**config.mk**
```make
export PLATFORM = sky130hd
export DESIGN_NAME = sprite_dma_ctrl
export DESIGN_NICKNAME = d
export VERILOG_FILES = /design/src/rtl/sprite_dma_ctrl.sv
export SDC_FILE = /design/constraint.sdc
export NUM_CORES = 1
export LEC_CHECK = 0
export ABC_CLOCK_PERIOD_IN_PS = 2020
export CORE_ASPECT_RATIO = 1.1
export CORE_MARGIN = 2
export CORE_UTILIZATION = 43
export DETAILED_ROUTE_END_ITERATION = 16
export PLACE_DENSITY = 0.83
export SETUP_SLACK_MARGIN = 0.2
export SLEW_MARGIN = 10
export SYNTH_ARGS = -nofsm -noshare
export SYNTH_HDL_FRONTEND = slang
export SYNTH_SLANG_ARGS = --single-unit
```
**constraint.sdc**
```tcl
create_clock -name i_CLK -period 2.02 [get_ports i_CLK]
set_clock_uncertainty 0.15 [all_clocks]
set_input_delay 0.202 -clock i_CLK [delete_from_list [all_inputs] [get_ports i_CLK]]
set_output_delay 0.202 -clock i_CLK [all_outputs]
set_load 0.1 [all_outputs]
```
**src/rtl/sprite_dma_ctrl.sv**
```systemverilog
// Sprite DMA controller: a CPU write to DMA_REG_ADDR pauses the CPU and copies one 256-byte page into OAM.
// Optional macro SPRITE_DMA_ODD_ALIGN_EN adds the odd-cycle ALIGN state before the first read.
module sprite_dma_ctrl #(
  parameter logic [15:0] DMA_REG_ADDR  = 16'h4014,
  parameter logic [15:0] OAM_DATA_ADDR = 16'h2004
) (
  input  logic        i_CLK,
  input  logic        i_RST,
  input  logic [15:0] i_CPU_ADDR,
  input  logic [7:0]  i_CPU_DATA,
  input  logic        i_CPU_R_WN,
  input  logic [7:0]  i_BUS_DATA,
  output logic        o_PAUSE,
  output logic [15:0] o_BUS_ADDR,
  output logic [7:0]  o_BUS_DATA,
  output logic        o_BUS_R_WN
);

  // state  | meaning
  // IDLE   | CPU owns the bus, watching for the trigger write
  // HALT   | first paused cycle, dummy read at the CPU address
  // ALIGN  | extra dummy read to land READ on the proper cycle parity
  // READ   | fetch source byte {page, cnt}
  // WRITE  | store fetched byte to the OAM data port
  typedef enum logic [2:0] {
    ST_IDLE  = 3'd0,
    ST_HALT  = 3'd1,
`ifdef SPRITE_DMA_ODD_ALIGN_EN
    ST_ALIGN = 3'd2,
`endif
    ST_READ  = 3'd3,
    ST_WRITE = 3'd4
  } state_t;

  state_t     state_q;
  logic [7:0] page_q;
  logic [7:0] cnt_q;
  logic [7:0] byte_q;
`ifdef SPRITE_DMA_ODD_ALIGN_EN
  logic       odd_q;
`endif

  always_ff @(posedge i_CLK) begin
    if (i_RST) begin
      state_q <= ST_IDLE;
      page_q  <= 8'h00;
      cnt_q   <= 8'h00;
      byte_q  <= 8'h00;
`ifdef SPRITE_DMA_ODD_ALIGN_EN
      odd_q   <= 1'b0;
`endif
    end else begin
`ifdef SPRITE_DMA_ODD_ALIGN_EN
      odd_q <= ~odd_q;
`endif
      case (state_q)
        ST_IDLE: begin
          if (!i_CPU_R_WN && (i_CPU_ADDR == DMA_REG_ADDR)) begin
            page_q  <= i_CPU_DATA;
            cnt_q   <= 8'h00;
            state_q <= ST_HALT;
          end
        end
        ST_HALT: begin
`ifdef SPRITE_DMA_ODD_ALIGN_EN
          state_q <= odd_q ? ST_ALIGN : ST_READ;
`else
          state_q <= ST_READ;
`endif
        end
`ifdef SPRITE_DMA_ODD_ALIGN_EN
        ST_ALIGN: state_q <= ST_READ;
`endif
        ST_READ: begin
          byte_q  <= i_BUS_DATA;
          state_q <= ST_WRITE;
        end
        ST_WRITE: begin
          cnt_q   <= cnt_q + 8'h01;
          state_q <= (cnt_q == 8'hFF) ? ST_IDLE : ST_READ;
        end
        default: state_q <= ST_IDLE;
      endcase
    end
  end

  assign o_PAUSE = (state_q != ST_IDLE);

  // Bus mux stays combinational so the CPU sees a true pass-through in IDLE.
  always_comb begin
    o_BUS_ADDR = i_CPU_ADDR;
    o_BUS_DATA = i_CPU_DATA;
    o_BUS_R_WN = i_CPU_R_WN;
    case (state_q)
      ST_HALT: begin
        o_BUS_R_WN = 1'b1;
        o_BUS_DATA = 8'h00;
      end
`ifdef SPRITE_DMA_ODD_ALIGN_EN
      ST_ALIGN: begin
        o_BUS_R_WN = 1'b1;
        o_BUS_DATA = 8'h00;
      end
`endif
      ST_READ: begin
        o_BUS_ADDR = {page_q, cnt_q};
        o_BUS_DATA = 8'h00;
        o_BUS_R_WN = 1'b1;
      end
      ST_WRITE: begin
        o_BUS_ADDR = OAM_DATA_ADDR;
        o_BUS_DATA = byte_q;
        o_BUS_R_WN = 1'b0;
      end
      default: ;
    endcase
  end

endmodule
```
==> metrics.csv, run 1 <==
stage;metric;value;unit
layout;area_growth;93.2;%
detailed_routing;vias;1991;
logic_synthesis;synthAdderAreaFrac;0.824;%
logic_synthesis;synthSimpleGateAreaFrac;24.8;%
worst_setup_path;r2r_end;page_q[6];
power_and_ir_drop;sw_frac_of_total;35.3;%
worst_setup_path;path_depth;6;
worst_setup_path;r2r_cells;6;
worst_setup_path;critical_path.slowest_cell;dfxtp_4;
detailed_routing;wl_per_cell;20.2;um
floorplanning;die_area;4020;sq um
worst_setup_path;cp-endpoint;o_BUS_ADDR[14];
detailed_routing;drc;0;
floorplanning;rows;22;
layout;antenna_cells;0;
logic_synthesis;yosys.area_share.xor_xnor;1.73;%
logic_synthesis;ys_seq_elements;27;
clock_network;cts_root_buf;clkbuf_4;
sta;max_freq;505;MHz
power_and_ir_drop;power.internal;817;uW
floorplanning;die_x;60.7;um
power_and_ir_drop;clockPowerShare;19.3;%
power_and_ir_drop;leakage;0.00115;uW
logic_synthesis;synth.area.mux_share;0.659;%
detailed_routing;drt-vias-per-instance;6.30;
run_status;status;complete, no violations;
logic_synthesis;syn-cell-area;1520;sq um
clock_network;insertion_delay;0.33;ns
detailed_routing;antenna_left;0;
clock_network;clkTransAtPathRegs;0.14;ns
logic_synthesis;synth_compound_area_share;30.6;%
worst_setup_path;crit_start;state_q[2];
logic_synthesis;synth_cell_types;35;
flow_run;drv_cap;0;
sta;final-hold-violation-count;0;
logic_synthesis;synth_top_family_by_area;compound AO/OA/AOI/OAI gates;
power_and_ir_drop;seq_power_share;41.8;%
layout;multi_input_area;1190;sq um
place;hpwl;3670;um
worst_setup_path;setup.worst_path.end_class;primary output;
detailed_routing;drtIter0Drc;242;
global_route;grt_pass1_vias;1793;
worst_setup_path;r2r_slack;0.11;ns
floorplanning;start_util;45.2;%
logic_synthesis;yosysWarnings;0;
sta;fin_tns_setup;0;ns
logic_synthesis;yosys.area.top_type_share;35.6;%
logic_synthesis;synth.area.top_cells;dfxtp_1 36%, a22o_1 17%, a21oi_1 6.9%;
floorplanning;coreArea;3360;sq um
logic_synthesis;synth_nets;229;
clock_network;cts_made_buffers;3;
logic_synthesis;yosys.area.top_type;dfxtp_1;
global_route;grt_first_pass_wirelength;8700;um
place;gp_congestion;0.832;
worst_setup_path;startpoint_type;flip-flop;
sta;setup_viol;0;
logic_synthesis;synth_top_flop_cell;dfxtp_1;
floorplanning;io_pins;61;
global_route;antenna_found_initial;0;
power_and_ir_drop;p_per_area;431;nW/um^2
layout;final_net_count;305;
sta;worst_slew_pin_slew;0.512;ns
layout;nFillCells;169;
worst_setup_path;critical_path.max_fanout;8;
power_and_ir_drop;combPwrFrac;38.8;%
hold_path;hp-class;in2reg;
layout;drive_above_1_share;37.3;%
worst_setup_path;cp_cell_sequence;buf_4 -> nor2_4 -> nor2_2 -> buf_6 -> a22o_4 -> buf_12;
worst_setup_path;r2r-start;state_q[2];
clock_network;h-tree-depth;1;
clock_network;ctsLongestPathBuffers;2;
logic_synthesis;synth_edf_count;0;
global_route;groute.usage.overall;28.7;%
logic_synthesis;syn_avg_cell_area;7.87;sq um
sta;rsz0062_at_grt;true;
worst_setup_path;critPathBufInv;3;
global_route;grt_overflow;0;
floorplanning;fp.dieH;66.3;um
sta;slew_headroom;65.4;%
logic_synthesis;synth_cells;193;
sta;whs;0.252;ns
detailed_routing;dr.pass1.iters;7;
power_and_ir_drop;p_sw;446;uW
clock_network;cts_tree;yes;
detailed_routing;drt_wl_total;6380;um
sta;slew_viol_final;0;
worst_setup_path;crit_family;buffers and inverters;
logic_synthesis;synthArstFlopShare;0;%
global_route;grt_max_degree;15;
clock_network;clkSinkCount;27;
sta;period_share;98.1;%
place;port_buffers;60;
worst_setup_path;cp.required;1.67;ns
worst_setup_path;cp.arrival;1.63;ns
logic_synthesis;seq_area_frac_synth;35.6;%
sta;post-route-min-period;1.98;ns
power_and_ir_drop;peakVddDrop;0.000356;V
worst_setup_path;crit_type;reg2out;
worst_setup_path;cpPeakStageDelay;0.41;ns
layout;seq_area;552;sq um
==> per-layer routing <==
| metal | wire [um] | GRT usage (%) | part of all wire [%] |
|---|---|---|---|
| met4 | 250 | 11.1 | 3.9 |
| met1 | 2480 | 39.0 | 39 |
| met2 | 3140 | 45.6 | 49 |
| met3 | 514 | 3.52 | 8.1 |
| met5 | 0 | 0 | 0 |
==> cells by family (layout without fill, tap and decap cells) <==
kind of cell,Yosys count,after routing
mux,1,1
buf+inv,20,95
simple gates,73,73
compound gates,68,68
fa+ha+maj,1,1
xor+xnor,3,3
flops,27,27
==> metrics by stage <==
stage	utilization [%]	cell area, sq um	setup slack [ns]	power, uW	cells
after floorplan	-	1660	0.0334	796	193
after global placement	78.4	2630	-0.0310	1010	301
after detailed placement	78.4	2630	-0.0587	1010	301
after CTS	83.9	2820	0.0681	1250	312
after global routing	87.4	2930	-0.0128	1300	316
final	87.4	2930	0.0384	1260	316
==> sequential cells by signal (all words and copies together) (netlist names) <==
signal,count
byte_q,8
cnt_q,8
page_q,8
state_q,3
==> how the worst min path moves through the flow <==
| stage | startpoint | to | slack [ns] | cells after the start |
|---|---|---|---|---|
| floorplan | i_BUS_DATA[0] | byte_q[0] | 0.19 | 2 |
| global placement | byte_q[5] | byte_q[5] | 0.29 | 2 |
| detailed placement | byte_q[1] | byte_q[1] | 0.30 | 2 |
| CTS | i_BUS_DATA[4] | byte_q[4] | 0.25 | 3 |
| global route | i_BUS_DATA[3] | byte_q[3] | 0.25 | 3 |
| finish | i_BUS_DATA[4] | byte_q[4] | 0.25 | 3 |
==> cells in the final DEF (no fill, tap or decap), drive strengths merged <==
master	synthesis	routed
nand3	7	7
buf	5	55
nor2	8	8
clkdlybuf4s50	0	34
and2	3	3
a21oi	21	21
o21ai	12	12
a31oi	1	1
nor3b	1	1
nor3	4	4
nand2b	1	1
nor2b	1	1
nor4bb	1	1
clkbuf	13	4
nand2	24	24
nor4	2	2
xor2	1	1
xnor2	2	2
ha	1	1
dfxtp	27	27
or4	1	1
a22o	30	30
or2	1	1
or3b	1	1
nor4b	1	1
o211ai	3	3
or3	3	3
nand4	10	10
and3	2	2
nand3b	2	2
o21a	1	1
inv	2	2
mux2i	1	1
==> worst reg2reg max path: stages (launching register included) <==
cell and delay, ns:
dfxtp_4 0.41, buf_4 0.17, nor4_2 0.38, nand3_1 0.15, buf_4 0.22, o21ai_0 0.22
a21oi_1 0.11
==> synth_stat cells (2+ instances only) <==
master and count:
a22o_1 30, dfxtp_1 27, nand2_1 24, a21oi_1 21
clkbuf_1 13, o21ai_0 12, nand4_1 10, nor2_1 8
nand3_1 7, nor3_1 4, and2_1 3, o211ai_1 3
or3_1 3, and3_1 2, buf_2 2, inv_1 2
nand3b_1 2, nor4_1 2, xnor2_1 2
==> layout make-up <==
type	instances	share of cell area, %
inverter	2	0.256
multi-input combinational	146	40.7
clock buffer	4	0.896
timing repair buffer	89	37.3
sequential	27	18.8
tap	48	2.05
==> power groups by stage <==
stage / sequential (uW) / combinational [uW] / clock [uW]
final: 529 / 491 / 244
after global routing: 529 / 501 / 273
after CTS: 529 / 477 / 242
after detailed placement: 544 / 465 / 0
after global placement: 544 / 464 / 0
after floorplan: 544 / 252 / 0
==> timing repair <==
action	in CTS	in global routing
gates resized for setup	24	17
setup buffers	6	4
pin swaps	10	1
gates cloned	1	0
hold buffers	0	0
setup endpoints to repair	30	42
No activity file was read; power rests on OpenSTA's default activity.
==> run 2, diff against run 1 <==
- GPL_TIMING_DRIVEN: unset -> 0
==> metrics.csv, run 2 (same netlist as run 1, synthesis figures left out) <==
stage;metric;value;unit;change
run_status;status;complete, but fails checks;;was complete, no violations
run_status;violations;negative setup slack;;
worst_setup_path;crit_start;state_q[0];;was state_q[2]
layout;final_cell_mix;33 x clkdlybuf4s50_1, 25 x buf_12, 24 x dfxtp_1;;was 34 x clkdlybuf4s50_1, 26 x buf_4, 26 x buf_12
floorplanning;io_pins;61;;unchanged
hold_path;hold_start;i_RST;;was i_BUS_DATA[4]
sta;worst_slew_pin_slew;0.575;ns;was 0.512 ns
sta;slew_headroom;61.7;%;was 65.4%
detailed_routing;drtIter0Drc;191;;was 242
sta;fin_tns_setup;-2.39;ns;was 0 ns
sta;final-hold-violation-count;0;;unchanged
global_route;grt_max_degree;16;;was 15
floorplanning;die_x;60.7;um;unchanged
worst_setup_path;startpoint_type;flip-flop;;unchanged
floorplanning;start_util;45.2;%;unchanged
worst_setup_path;crit_type;reg2out;;unchanged
clock_network;h-tree-depth;1;;unchanged
place;hpwl;3420;um;was 3670 um
worst_setup_path;cp_cell_sequence;buf_8 -> nor3b_4 -> nor2_4 -> clkbuf_16 -> a22o_4 -> buf_12;;was buf_4 -> nor2_4 -> nor2_2 -> buf_6 -> a22o_4 -> buf_12
floorplanning;coreArea;3360;sq um;unchanged
place;dp.cells;300;;was 301
place;place_ws;-1.12;ns;was -0.0587 ns
sta;period_share;108;%;was 98.1%
clock_network;cts_hold_buf;0;;unchanged
layout;antenna_cells;0;;unchanged
sta;slew_viol_final;0;;unchanged
place;gp_congestion;0.864;;was 0.832
worst_setup_path;r2r-start;state_q[2];;unchanged
sta;whs;0.202;ns;was 0.252 ns
sta;setup_slack;-0.167;ns;was 0.0384 ns
clock_network;cts_made_buffers;3;;unchanged
clock_network;ctsLongestPathBuffers;2;;unchanged
detailed_routing;drt-vias-per-instance;6.70;;was 6.30
place;port_buffers;59;;was 60
floorplanning;fp.dieH;66.3;um;unchanged
global_route;groute.usage.overall;34.9;%;was 28.7%
sta;max_freq;457;MHz;was 505 MHz
worst_setup_path;critical_path.slowest_cell;dfxtp_2;;was dfxtp_4
clock_network;cts_root_buf;clkbuf_4;;unchanged
layout;final_cells;324;;was 316
detailed_routing;vias;2172;;was 1991
hold_path;hp-class;in2reg;;unchanged
global_route;grt_first_pass_wirelength;10400;um;was 8700 um
layout;drive_above_1_share;41.7;%;was 37.3%
detailed_routing;antenna_left;0;;unchanged
layout;final_net_count;313;;was 305
worst_setup_path;critical_path.max_fanout;7;;was 8
worst_setup_path;setup.worst_path.end_class;primary output;;unchanged
sta;setup_viol;23;;was 0
power_and_ir_drop;peakVddDrop;0.000448;V;was 0.000356 V
clock_network;clkTransAtPathRegs;0.15;ns;was 0.14 ns
global_route;antenna_found_initial;0;;unchanged
layout;reg.largest.list;byte_q (8), cnt_q (8), page_q (8);;unchanged
floorplanning;rows;22;;unchanged
clock_network;cts_tree;yes;;unchanged
sta;rsz0062_at_grt;true;;unchanged
detailed_routing;drt_wl_total;7990;um;was 6380 um
worst_setup_path;cp.arrival;1.83;ns;was 1.63 ns
floorplanning;die_area;4020;sq um;unchanged
detailed_routing;wl_per_cell;24.7;um;was 20.2 um
sta;post-route-min-period;2.19;ns;was 1.98 ns
global_route;grt_overflow;0;;unchanged
power_and_ir_drop;p_per_area;410;nW/um^2;was 431 nW/um^2
flow_run;drv_cap;0;;unchanged
clock_network;insertion_delay;0.36;ns;was 0.33 ns
layout;final_common_cell;clkdlybuf4s50_1;;unchanged
worst_setup_path;cp.required;1.67;ns;about the same
layout;area_growth;106;%;was 93.2%
detailed_routing;drc;0;;unchanged
detailed_routing;dr.pass1.iters;7;;unchanged
clock_network;clkSinkCount;27;;unchanged
worst_setup_path;cpPeakStageDelay;0.35;ns;was 0.41 ns
global_route;grt_pass1_vias;1937;;was 1793
power_and_ir_drop;leakage;0.00124;uW;was 0.00115 uW
## run 2: changes by cell type in the layout (fill, tap and decap cells not counted), sizes merged
cell,change
clkbuf,+8
clkdlybuf4s50,-1
clkinv,+1
## run 2: where the power goes
group	internal, uW	leakage [uW]	switching, uW	total [uW]
Clock	75.1	0.0000177	186	261
Sequential	531	0.000219	0.00190	531
Combinational	206	0.00100	286	492
Total	812	0.00124	473	1290
## run 2: worst paths after layout
check / endpoint / depth (start not counted) / slack (ns)
worst min-delay path: cnt_q[6] / 2 / 0.20
worst min register to register: byte_q[4] / 2 / 0.33
worst max-delay path: o_BUS_ADDR[3] / 6 / -0.17
worst max register to register: cnt_q[5] / 8 / 0.07
## run 2: routing by layer
metal  track usage (%)  part of all wire (%)  routed length (um)  up-vias
met4              9.51                   5.1                 410        0
met3              8.22                    10                 812       50
met1              43.9                    38                3020     1037
li1                  -                     -                   -      893
met5                 0                     0                   0        -
met2              58.6                    47                3750      192
## run 2: timing repair
item                                    in CTS  in global routing
buffers inserted                            12                  7
pin swaps                                   14                  9
gates cloned                                 1                  1
endpoints found under the setup margin      45                 43
resized for setup                          284                 41
## run 2: critical path, delay by kind of cell, from the launching register on
kind	cells	cell delay, ns
AOI/OAI and AO/OA	1	0.23
and+or+nand+nor	2	0.40
DFF	1	0.35
buffers and inverters	3	0.48
## run 2: layout make-up
cell class	instances	area (sq um)
multi-input combinational	146	1250
timing repair buffer	80	1050
sequential	27	547
fill	107	224
buffer	17	190
tap	48	60.1
clock buffer	3	22.5
inverter	2	7.51
clock inverter	1	5.00
## run 2: stage by stage
step	power, uW	cell area (sq um)	util, %
6_report	1290	3130	93.3
4_1_cts	1240	2930	87.1
3_3_place_gp	929	2310	68.7
5_1_grt	1310	3130	93.3
2_1_floorplan	796	1660	-
3_5_place_dp	929	2310	68.7
==> run 3, diff against run 2 <==
- SETUP_SLACK_MARGIN: 0.2 -> 0.3
==> metrics.csv, run 3 (same netlist as run 1, synthesis figures left out) <==
stage;metric;value;unit;change
layout;final_cell_mix;33 x clkdlybuf4s50_1, 24 x dfxtp_1, 23 x buf_12;;was 33 x clkdlybuf4s50_1, 25 x buf_12, 24 x dfxtp_1
sta;max_freq;471;MHz;was 457 MHz
floorplanning;fp.dieH;66.3;um;unchanged
detailed_routing;drc;0;;unchanged
layout;final_cells;324;;unchanged
sta;rsz0062_at_grt;true;;unchanged
global_route;antenna_found_initial;0;;unchanged
clock_network;clkTransAtPathRegs;0.16;ns;was 0.15 ns
clock_network;ctsLongestPathBuffers;2;;unchanged
layout;seq_area;547;sq um;unchanged
clock_network;cts_made_buffers;3;;unchanged
clock_network;clkSinkCount;27;;unchanged
layout;nFillCells;129;;was 107
place;dp.cells;300;;unchanged
floorplanning;io_pins;61;;unchanged
power_and_ir_drop;report.power.total;1280;uW;was 1290 uW
power_and_ir_drop;p_per_area;413;nW/um^2;was 410 nW/um^2
run_status;violations;negative setup slack;;unchanged
worst_setup_path;critical_path.max_fanout;10;;was 7
layout;multi_input_area;1260;sq um;was 1250 sq um
sta;post-route-min-period;2.12;ns;was 2.19 ns
layout;reg.largest.list;byte_q (8), cnt_q (8), page_q (8);;unchanged
sta;worst_slew_pin_slew;0.613;ns;was 0.575 ns
place;gp_congestion;0.851;;was 0.864
floorplanning;die_x;60.7;um;unchanged
global_route;groute.usage.overall;33.4;%;was 34.9%
layout;final_common_cell;clkdlybuf4s50_1;;unchanged
layout;final_area;3100;sq um;was 3130 sq um
power_and_ir_drop;peakVddDrop;0.000347;V;was 0.000448 V
worst_setup_path;setup.worst_path.end_class;primary output;;unchanged
detailed_routing;dr.pass1.iters;5;;was 7
worst_setup_path;cp.arrival;1.77;ns;was 1.83 ns
floorplanning;rows;22;;unchanged
detailed_routing;drt_wl_total;7630;um;was 7990 um
flow_run;drv_cap;0;;unchanged
global_route;grt_overflow;0;;unchanged
layout;area_growth;104;%;was 106%
detailed_routing;vias;2149;;was 2172
clock_network;h-tree-depth;1;;unchanged
sta;setup_viol;27;;was 23
worst_setup_path;crit_type;reg2out;;unchanged
run_status;status;complete, but fails checks;;unchanged
global_route;grt_pass1_vias;2011;;was 1937
detailed_routing;drtIter0Drc;330;;was 191
sta;slew_headroom;59.1;%;was 61.7%
place;dpl_cell_area;2350;sq um;was 2310 sq um
detailed_routing;antenna_left;0;;unchanged
global_route;grt_max_degree;15;;was 16
place;hpwl;3640;um;was 3420 um
sta;slew_viol_final;0;;unchanged
layout;antenna_cells;0;;unchanged
sta;whs;0.194;ns;was 0.202 ns
sta;period_share;105;%;was 108%
layout;drive_above_1_share;43.1;%;was 41.7%
power_and_ir_drop;leakage;0.00121;uW;was 0.00124 uW
clock_network;cts_tree;yes;;unchanged
clock_network;cts_root_buf;clkbuf_4;;unchanged
worst_setup_path;startpoint_type;flip-flop;;unchanged
global_route;grt_first_pass_wirelength;10000;um;was 10400 um
layout;fin_util;92.4;%;was 93.3%
clock_network;insertion_delay;0.35;ns;was 0.36 ns
hold_path;hp-class;in2reg;;unchanged
place;port_buffers;59;;unchanged
layout;final_net_count;313;;unchanged
floorplanning;coreArea;3360;sq um;unchanged
floorplanning;die_area;4020;sq um;unchanged
sta;setup_slack;-0.104;ns;was -0.167 ns
worst_setup_path;cp.required;1.67;ns;about the same
floorplanning;start_util;45.2;%;unchanged
detailed_routing;wl_per_cell;23.5;um;was 24.7 um
sta;final-hold-violation-count;0;;unchanged
detailed_routing;drt-vias-per-instance;6.63;;was 6.70
-- run 3: timing repair --
| action | CTS | global route |
|---|---|---|
| pin swaps | 2 | 16 |
| gates resized for setup | 273 | 60 |
| gates cloned | 0 | 1 |
| setup endpoints to repair | 43 | 43 |
| buffers inserted | 6 | 13 |
| hold buffers | 0 | 0 |
-- run 3: worst paths after layout --
kind | from | to | slack (ns) | cells after the start
max | state_q[0] | o_BUS_ADDR[8] | -0.10 | 7
min | i_RST | cnt_q[3] | 0.19 | 2
max reg2reg | state_q[2] | cnt_q[7] | -0.09 | 8
min reg2reg | byte_q[3] | byte_q[3] | 0.32 | 2
-- run 3: power breakdown --
| part | internal (uW) | total (uW) | switching [uW] |
|---|---|---|---|
| Sequential | 532 | 532 | 0.00172 |
| Clock | 77.9 | 260 | 182 |
| Combinational | 203 | 490 | 287 |
| Total | 813 | 1280 | 469 |
-- run 3: metal layers --
metal,wire [um],track usage (%),vias up
met5,0,0,-
met4,493,15.8,0
met1,2830,40.0,1027
met3,641,6.07,46
li1,-,-,895
met2,3670,56.3,181
-- run 3: layout make-up --
type / count / area share (%)
flip-flops and latches: 27 / 17.6
inverters: 2 / 0.242
well taps: 48 / 1.94
multi-input cells: 146 / 40.7
clock buffers: 4 / 0.847
repair buffers: 79 / 32.5
plain buffers: 18 / 6.13
-- run 3: worst max-delay path, stage by stage, from the launching register on --
cell and delay [ns]:
dfxtp_2 0.37, buf_8 0.13, nand2_4 0.06, nor2_4 0.20, nor2_4 0.09, buf_8 0.16
a22o_2 0.23, buf_12 0.17
-- run 3: through the flow --
stage	setup TNS, ns	worst slack [ns]
finish	-1.88	-0.104
CTS	-0.623	-0.0583
detailed placement	-22.53	-0.924
global route	-3.70	-0.169
floorplan	0	0.112
global placement	-21.82	-0.879
